$ cat src/rtl/pcileech_sysctl.sv
`default_nettype none
// +---------------------------------------------------------------------------+
// | pcileech_sysctl: stretched system reset, 64-bit tick counter, debounced   |
// | buttons with press/long-press events, and per-LED drive with blink modes. |
// | Revision: 1.0                                                             |
// +---------------------------------------------------------------------------+
module pcileech_sysctl #(
  parameter int PARAM_NUM_BTN       = 2,
  parameter int PARAM_NUM_LED       = 2,
  parameter int PARAM_DEBOUNCE_CYC  = 1000000,
  parameter int PARAM_LONGPRESS_CYC = 500000000,
  parameter int PARAM_RST_HOLD_CYC  = 64,
  parameter int PARAM_RST_BTN       = 1,
  parameter int PARAM_BLINK_BIT     = 24,
  parameter int PARAM_PWRON_BITS    = 27
) (
  input  logic                       clk,
  input  logic                       rst,
  input  logic [PARAM_NUM_BTN-1:0]   btn_n,
  output logic [PARAM_NUM_BTN-1:0]   btn_state,
  output logic [PARAM_NUM_BTN-1:0]   btn_press,
  output logic [PARAM_NUM_BTN-1:0]   btn_long,
  output logic                       sys_rst,
  output logic [63:0]                tickcount64,
  input  logic [PARAM_NUM_LED-1:0]   led_src,
  input  logic [2*PARAM_NUM_LED-1:0] led_mode,
  input  logic [PARAM_NUM_LED-1:0]   led_pwron_en,
  output logic [PARAM_NUM_LED-1:0]   led
);

  localparam int DB_W   = $clog2(PARAM_DEBOUNCE_CYC);
  localparam int HOLD_W = $clog2(PARAM_LONGPRESS_CYC + 1);
  localparam int HC_W   = (PARAM_RST_HOLD_CYC > 1) ? $clog2(PARAM_RST_HOLD_CYC) : 1;

  localparam logic [DB_W-1:0]   DB_LAST   = DB_W'(PARAM_DEBOUNCE_CYC - 1);
  localparam logic [HOLD_W-1:0] HOLD_MAX  = HOLD_W'(PARAM_LONGPRESS_CYC);
  localparam logic [HOLD_W-1:0] HOLD_PRE  = HOLD_W'(PARAM_LONGPRESS_CYC - 1);
  localparam logic [HC_W-1:0]   HC_LAST   = HC_W'(PARAM_RST_HOLD_CYC - 1);

  genvar gi;

  generate
    for (gi = 0; gi < PARAM_NUM_BTN; gi++) begin : g_btn
      logic              sync1_q, sync2_q, state_q, state_prev_q, press_q, long_q;
      logic [DB_W-1:0]   db_q;
      logic [HOLD_W-1:0] hold_q;

      always_ff @(posedge clk) begin
        if (rst) begin
          sync1_q      <= 1'b0;
          sync2_q      <= 1'b0;
          state_q      <= 1'b0;
          state_prev_q <= 1'b0;
          press_q      <= 1'b0;
          long_q       <= 1'b0;
          db_q         <= '0;
          hold_q       <= '0;
        end else begin
          sync1_q      <= ~btn_n[gi];
          sync2_q      <= sync1_q;
          if (sync2_q == state_q) begin
            db_q <= '0;
          end else if (db_q == DB_LAST) begin
            state_q <= ~state_q;
            db_q    <= '0;
          end else begin
            db_q <= db_q + 1'b1;
          end
          state_prev_q <= state_q;
          press_q      <= state_q & ~state_prev_q;
          // hold saturates, so HOLD_PRE is crossed exactly once per hold
          if (!state_q) begin
            hold_q <= '0;
          end else if (hold_q != HOLD_MAX) begin
            hold_q <= hold_q + 1'b1;
          end
          long_q <= state_q && (hold_q == HOLD_PRE);
        end
      end

      assign btn_state[gi] = state_q;
      assign btn_press[gi] = press_q;
      assign btn_long[gi]  = long_q;
    end
  endgenerate

  logic rst_btn;
  generate
    if (PARAM_RST_BTN < PARAM_NUM_BTN) begin : g_rst_btn
      assign rst_btn = btn_state[PARAM_RST_BTN];
    end else begin : g_no_rst_btn
      assign rst_btn = 1'b0;
    end
  endgenerate

  typedef enum logic [1:0] {
    ST_RESET = 2'd0,
    ST_HOLD  = 2'd1,
    ST_RUN   = 2'd2
  } state_e;

  state_e          state_q, state_d;
  logic [HC_W-1:0] hcnt_q, hcnt_d;

  always_ff @(posedge clk) begin
    if (rst) begin
      state_q <= ST_RESET;
      hcnt_q  <= '0;
    end else begin
      state_q <= state_d;
      hcnt_q  <= hcnt_d;
    end
  end

  // RESET behaves as the first HOLD cycle so the stretch counts from rst release
  always_comb begin
    state_d = state_q;
    hcnt_d  = hcnt_q;
    case (state_q)
      ST_RESET, ST_HOLD: begin
        if (rst_btn) begin
          state_d = ST_HOLD;
          hcnt_d  = '0;
        end else if (hcnt_q == HC_LAST) begin
          state_d = ST_RUN;
          hcnt_d  = '0;
        end else begin
          state_d = ST_HOLD;
          hcnt_d  = hcnt_q + 1'b1;
        end
      end
      ST_RUN: begin
        if (rst_btn) begin
          state_d = ST_HOLD;
          hcnt_d  = '0;
        end
      end
      default: begin
        state_d = ST_RESET;
        hcnt_d  = '0;
      end
    endcase
  end

  assign sys_rst = (state_q != ST_RUN);

  logic [63:0] tick_q;
  always_ff @(posedge clk) begin
    if (rst || sys_rst) begin
      tick_q <= '0;
    end else begin
      tick_q <= tick_q + 64'd1;
    end
  end
  assign tickcount64 = tick_q;

  logic                     pwron_blink;
  logic [PARAM_NUM_LED-1:0] led_d, led_q;

  assign pwron_blink = tick_q[PARAM_BLINK_BIT] & (tick_q[63:PARAM_PWRON_BITS] == '0);

  generate
    for (gi = 0; gi < PARAM_NUM_LED; gi++) begin : g_led
      logic base;
      always_comb begin
        base = 1'b0;
        case (led_mode[2*gi +: 2])
          2'b00:   base = led_src[gi];
          2'b01:   base = ~led_src[gi];
          2'b10:   base = tick_q[PARAM_BLINK_BIT];
          default: base = tick_q[PARAM_BLINK_BIT-3];
        endcase
      end
      assign led_d[gi] = base ^ (led_pwron_en[gi] & pwron_blink);
    end
  endgenerate

  always_ff @(posedge clk) begin
    if (rst || sys_rst) begin
      led_q <= '0;
    end else begin
      led_q <= led_d;
    end
  end
  assign led = led_q;

endmodule
`default_nettype wire

$ cat config.mk
export PLATFORM = sky130hd
export DESIGN_NAME = pcileech_sysctl
export DESIGN_NICKNAME = d
export VERILOG_FILES = /design/src/rtl/pcileech_sysctl.sv
export SDC_FILE = /design/constraint.sdc
export NUM_CORES = 1
export LEC_CHECK = 0
export ABC_CLOCK_PERIOD_IN_PS = 2200
export CAP_MARGIN = 10
export CORE_ASPECT_RATIO = 0.7
export CORE_UTILIZATION = 51
export DETAILED_ROUTE_END_ITERATION = 10
export PLACE_DENSITY = 0.85
export SLEW_MARGIN = 20
export SYNTH_ARGS = -nofsm -noshare
export SYNTH_HDL_FRONTEND = slang
export SYNTH_SLANG_ARGS = --single-unit
$ cat constraint.sdc
create_clock -name clk -period 2.2 [get_ports clk]
set_clock_uncertainty 0.1 [all_clocks]
set_input_delay 0.44 -clock clk [delete_from_list [all_inputs] [get_ports clk]]
set_output_delay 0.44 -clock clk [all_outputs]
set_load 0.05 [all_outputs]
==> results summary, run 1 <==
The run finished with clean final reports. In the post-synthesis netlist, the cell with the most instances is sky130_fd_sc_hd__dfxtp_1. The total buffers and inverters traversed by the critical path is 1. The initial core utilization is 53.0%. The die width is 155 um.

The floorplan row count came out at 38. The post-synthesis sequential area ratio came out at 44.0%. The post-layout net count came out at 1121. The transition time at the pin with the least slew margin came out at about 0.56 ns. The fraction of the core area covered by cells at the end of the flow came out at around two thirds. After synthesis, the cell types taking the most area are sky130_fd_sc_hd__dfxtp_1, sky130_fd_sc_hd__nor2_1, sky130_fd_sc_hd__xnor2_1. The number of synthesis warnings came out at 0.

The number of max-cap violations came out at 0. Summing over every cut layer, the via total after detailed routing is 7371. The count of antenna-violating nets left after detailed routing is 0. The static leakage came out at 0.00362 uW. The share of cells above drive strength 1 came out at 13.4%.

The area growth from synthesis to layout came out at 23.7%. The number of nets produced by synthesis is 1011. The cell area after synthesis is 8370 sq um. The share of synthesized registers carrying an async set or reset is 0%.

Traced cell by cell, the critical path runs through clkdlybuf4s50_1. The clock sink count is 184. The number of vias per cell after detailed routing came out at ~5.5.

The per-cell routed wire length is 14.3 um. The clock transition at the register clock pins on the worst setup and hold paths after CTS is roughly 0.07 ns. STA classifies the critical path startpoint as a flop. Adding up every negative setup slack in the final design gives 0 ns. Global routing finished with a remaining overflow of 0. The filler cell count in the final layout is about 1300. Data arrives at the worst endpoint at between 1.5 and 2 ns. Counting the buffers created by CTS gives 17. The residual DRC count is 0. STA puts the critical path data required time at 1.66 ns.

Counting flops with a built-in enable in the synthesized netlist gives 0. The final-report hold violation count is 0. In the synthesized netlist the dominant register cell turns out to be sky130_fd_sc_hd__dfxtp_1.

The endpoint type of the worst setup path is a primary output. The number of antenna violations at the first check in global routing came out at 0. The library cell contributing the largest single delay on the critical path is sky130_fd_sc_hd__clkdlybuf4s50_1. The final period demand of the worst path is 2.15 ns. The critical path is of the reg2out type. The final RePlAce weighted congestion is 0.895.

The maximum ir drop on the vdd rail is 0.000473 V. The highest net fanout along the worst path came out at 4. The number of top-level pins came out at between 80 and 90. The highest attainable clock frequency is 464 MHz. The synthesized instance count is roughly 990. The depth of the CTS H-tree came out at 4.

The cell area power density is around 610 nW/um^2. The distinct cell type count of the synthesized netlist is 44. The average cell area after synthesis came out at roughly 8.4 sq um. The initial detailed-routing violation count came out at 517.

TritonCTS built the clock tree. The number of register bits inferred by synthesis is 184. The area taken by flip-flops and latches came out at 3760 sq um. Clock tree synthesis selected as its root buffer the cell sky130_fd_sc_hd__clkbuf_16.

The area of the multi-input gates came out at 4440 sq um. Buffers inserted to repair hold after CTS numbered 0. The post-DP HPWL is 13.6 mm. The delay contributed by the slowest stage of the critical path came out at 0.82 ns. The clock reaches the later pin of the worst-skew pair after 0.43 ns. Headroom to the max-slew limit came out at about 62%. The number of optimization iterations in the first detailed-route pass is 5. The share of the cycle needed by the critical path after routing is 97.9%.

The family with the most delay on the worst path is buffers and inverters. The number of port buffers is 84. The total global routing track utilization came out at 23.0%.

The die span in y is 109 um. In this run the worst hold path is classified as reg2reg. Summed over its instances, the top area cell type makes up 44.0% of the synthesized netlist area.

The via count of the first global-routing pass came out at 6620. The largest total area in the synthesized netlist belongs to sky130_fd_sc_hd__dfxtp_1. The area inside the core boundary is 15800 sq um. In this run the deepest clock path goes through 2 buffers. The commonest cells after synthesis are sky130_fd_sc_hd__dfxtp_1, sky130_fd_sc_hd__nor2_1, sky130_fd_sc_hd__xnor2_1, sky130_fd_sc_hd__nand3_1, sky130_fd_sc_hd__nand2_1.

The wire length reported by the detailed router came out at 19.1 mm. The wire length of the first global-routing pass came out at 31.3 mm. The pin count of the biggest net entering global routing came out at 39.

Setup violations remaining at the end of the flow were counted as 0. The die covers 16900 sq um. The count of pins over their slew limit came out at 0. The number of antenna diodes in the final layout is 0.
[timing repair]
action | 4_1_cts | 5_1_grt
endpoints found under the setup margin | 31 | 36
setup buffers | 0 | 2
gates resized for setup | 23 | 20
pin swaps | 0 | 1
[per-layer routing]
layer | wire (um) | track usage [%] | up-vias
met5 | 0 | 0 | -
met4 | 289 | 8.27 | 0
met3 | 1130 | 4.21 | 24
met2 | 8420 | 36.8 | 179
met1 | 9260 | 31.2 | 3460
li1 | - | - | 3708
[where the power goes]
group | internal (uW) | switching, uW
combinational | 38.0 | 27.6
sequential | 3330 | 7.25
clock | 1660 | 1290
total | 5030 | 1330
[layout make-up]
| cell class | count | share of cell area (%) |
|---|---|---|
| well taps | 220 | 2.66 |
| flip-flops and latches | 184 | 36.3 |
| clock buffers | 18 | 4.14 |
| clock inverters | 14 | 1.28 |
| repair buffers | 129 | 11.5 |
| inverters | 34 | 1.23 |
| multi-input cells | 735 | 42.9 |
[cells in the final DEF, fill, tap and decap left out, drive strengths merged, types with 5 or more instances in the layout]
cell type,n
dfxtp,184
nor2,155
xnor2,62
nand3,60
nand2,57
xor2,55
buf,53
nand4,50
a21oi,46
clkdlybuf4s50,41
or3,36
o21ai,36
inv,35
nor4,35
nor3,32
dlygate4sd2,21
and4,19
clkbuf,18
dlymetal6s2s,14
and3,12
or4,11
and2,11
o31ai,9
ha,8
clkinv,8
mux2i,7
nand2b,7
nor2b,5
[path summary, 6_finish.rpt]
path | cells after the start | startpoint | endpoint | slack, ns
hold reg to reg | 1 | g_btn[1].state_prev_q$_SDFF_PP0_ | g_btn[1].press_q$_SDFF_PP0_ | 0.29
setup reg to reg | 7 | tickcount64[26]$_SDFF_PP0_ | tickcount64[56]$_SDFF_PP0_ | 0.06
setup / recovery | 1 | tickcount64[16]$_SDFF_PP0_ | tickcount64[16] | 0.05
hold / removal | 1 | g_btn[1].state_prev_q$_SDFF_PP0_ | g_btn[1].press_q$_SDFF_PP0_ | 0.29
[per-stage QoR]
step | hold WS, ns | total power, uW | setup WS [ns] | instances | instance area [sq um]
2_1_floorplan | 0.268 | 3450 | -0.000000444 | 991 | 8450
3_3_place_gp | 0.269 | 3480 | 0.0399 | 1300 | 9730
3_5_place_dp | 0.282 | 3480 | -0.0417 | 1300 | 9730
6_report | 0.289 | 6360 | 0.0455 | 1334 | 10400
4_1_cts | 0.294 | 6400 | 0.00130 | 1332 | 10300
5_1_grt | 0.312 | 6530 | -0.00425 | 1334 | 10400
[logic make-up (layout without fill, tap and decap cells)]
logic type	after synthesis	count (layout)	share of synthesized area, %
adder cells (fa/ha/maj)	8	8	1.20
flip-flops	184	184	44.0
AND/OR/NAND/NOR	502	502	31.6
XOR/XNOR	117	117	12.2
buffers and inverters	72	195	3.51
multiplexers	7	7	0.837
AO/OA/AOI/OAI	101	101	6.65
[flip-flops by register name, indices dropped and copies added, names as in the netlist]
name and count:
tickcount64 64, g_btn.hold_q 58, g_btn.long_q 2, g_btn.state_prev_q 2, g_btn.db_q 40, led 2, g_btn.sync1_q 2, g_btn.press_q 2
g_btn.state_q 2, state_q 2, g_btn.sync2_q 2, hcnt_q 6
(Power assumes the default switching activity.)
==> inputs of run 2 (changes only) <==
--- a/config.mk
+++ b/config.mk
@@ -10,8 +10,8 @@
 export CORE_ASPECT_RATIO = 0.7
 export CORE_UTILIZATION = 51
 export DETAILED_ROUTE_END_ITERATION = 10
+export GPL_ROUTABILITY_DRIVEN = 0
 export PLACE_DENSITY = 0.85
-export SLEW_MARGIN = 20
 export SYNTH_ARGS = -nofsm -noshare
 export SYNTH_HDL_FRONTEND = slang
 export SYNTH_SLANG_ARGS = --single-unit
==> results of run 2 <==
Same layout as run 1: the final DEF is identical, and so are final timing and power.
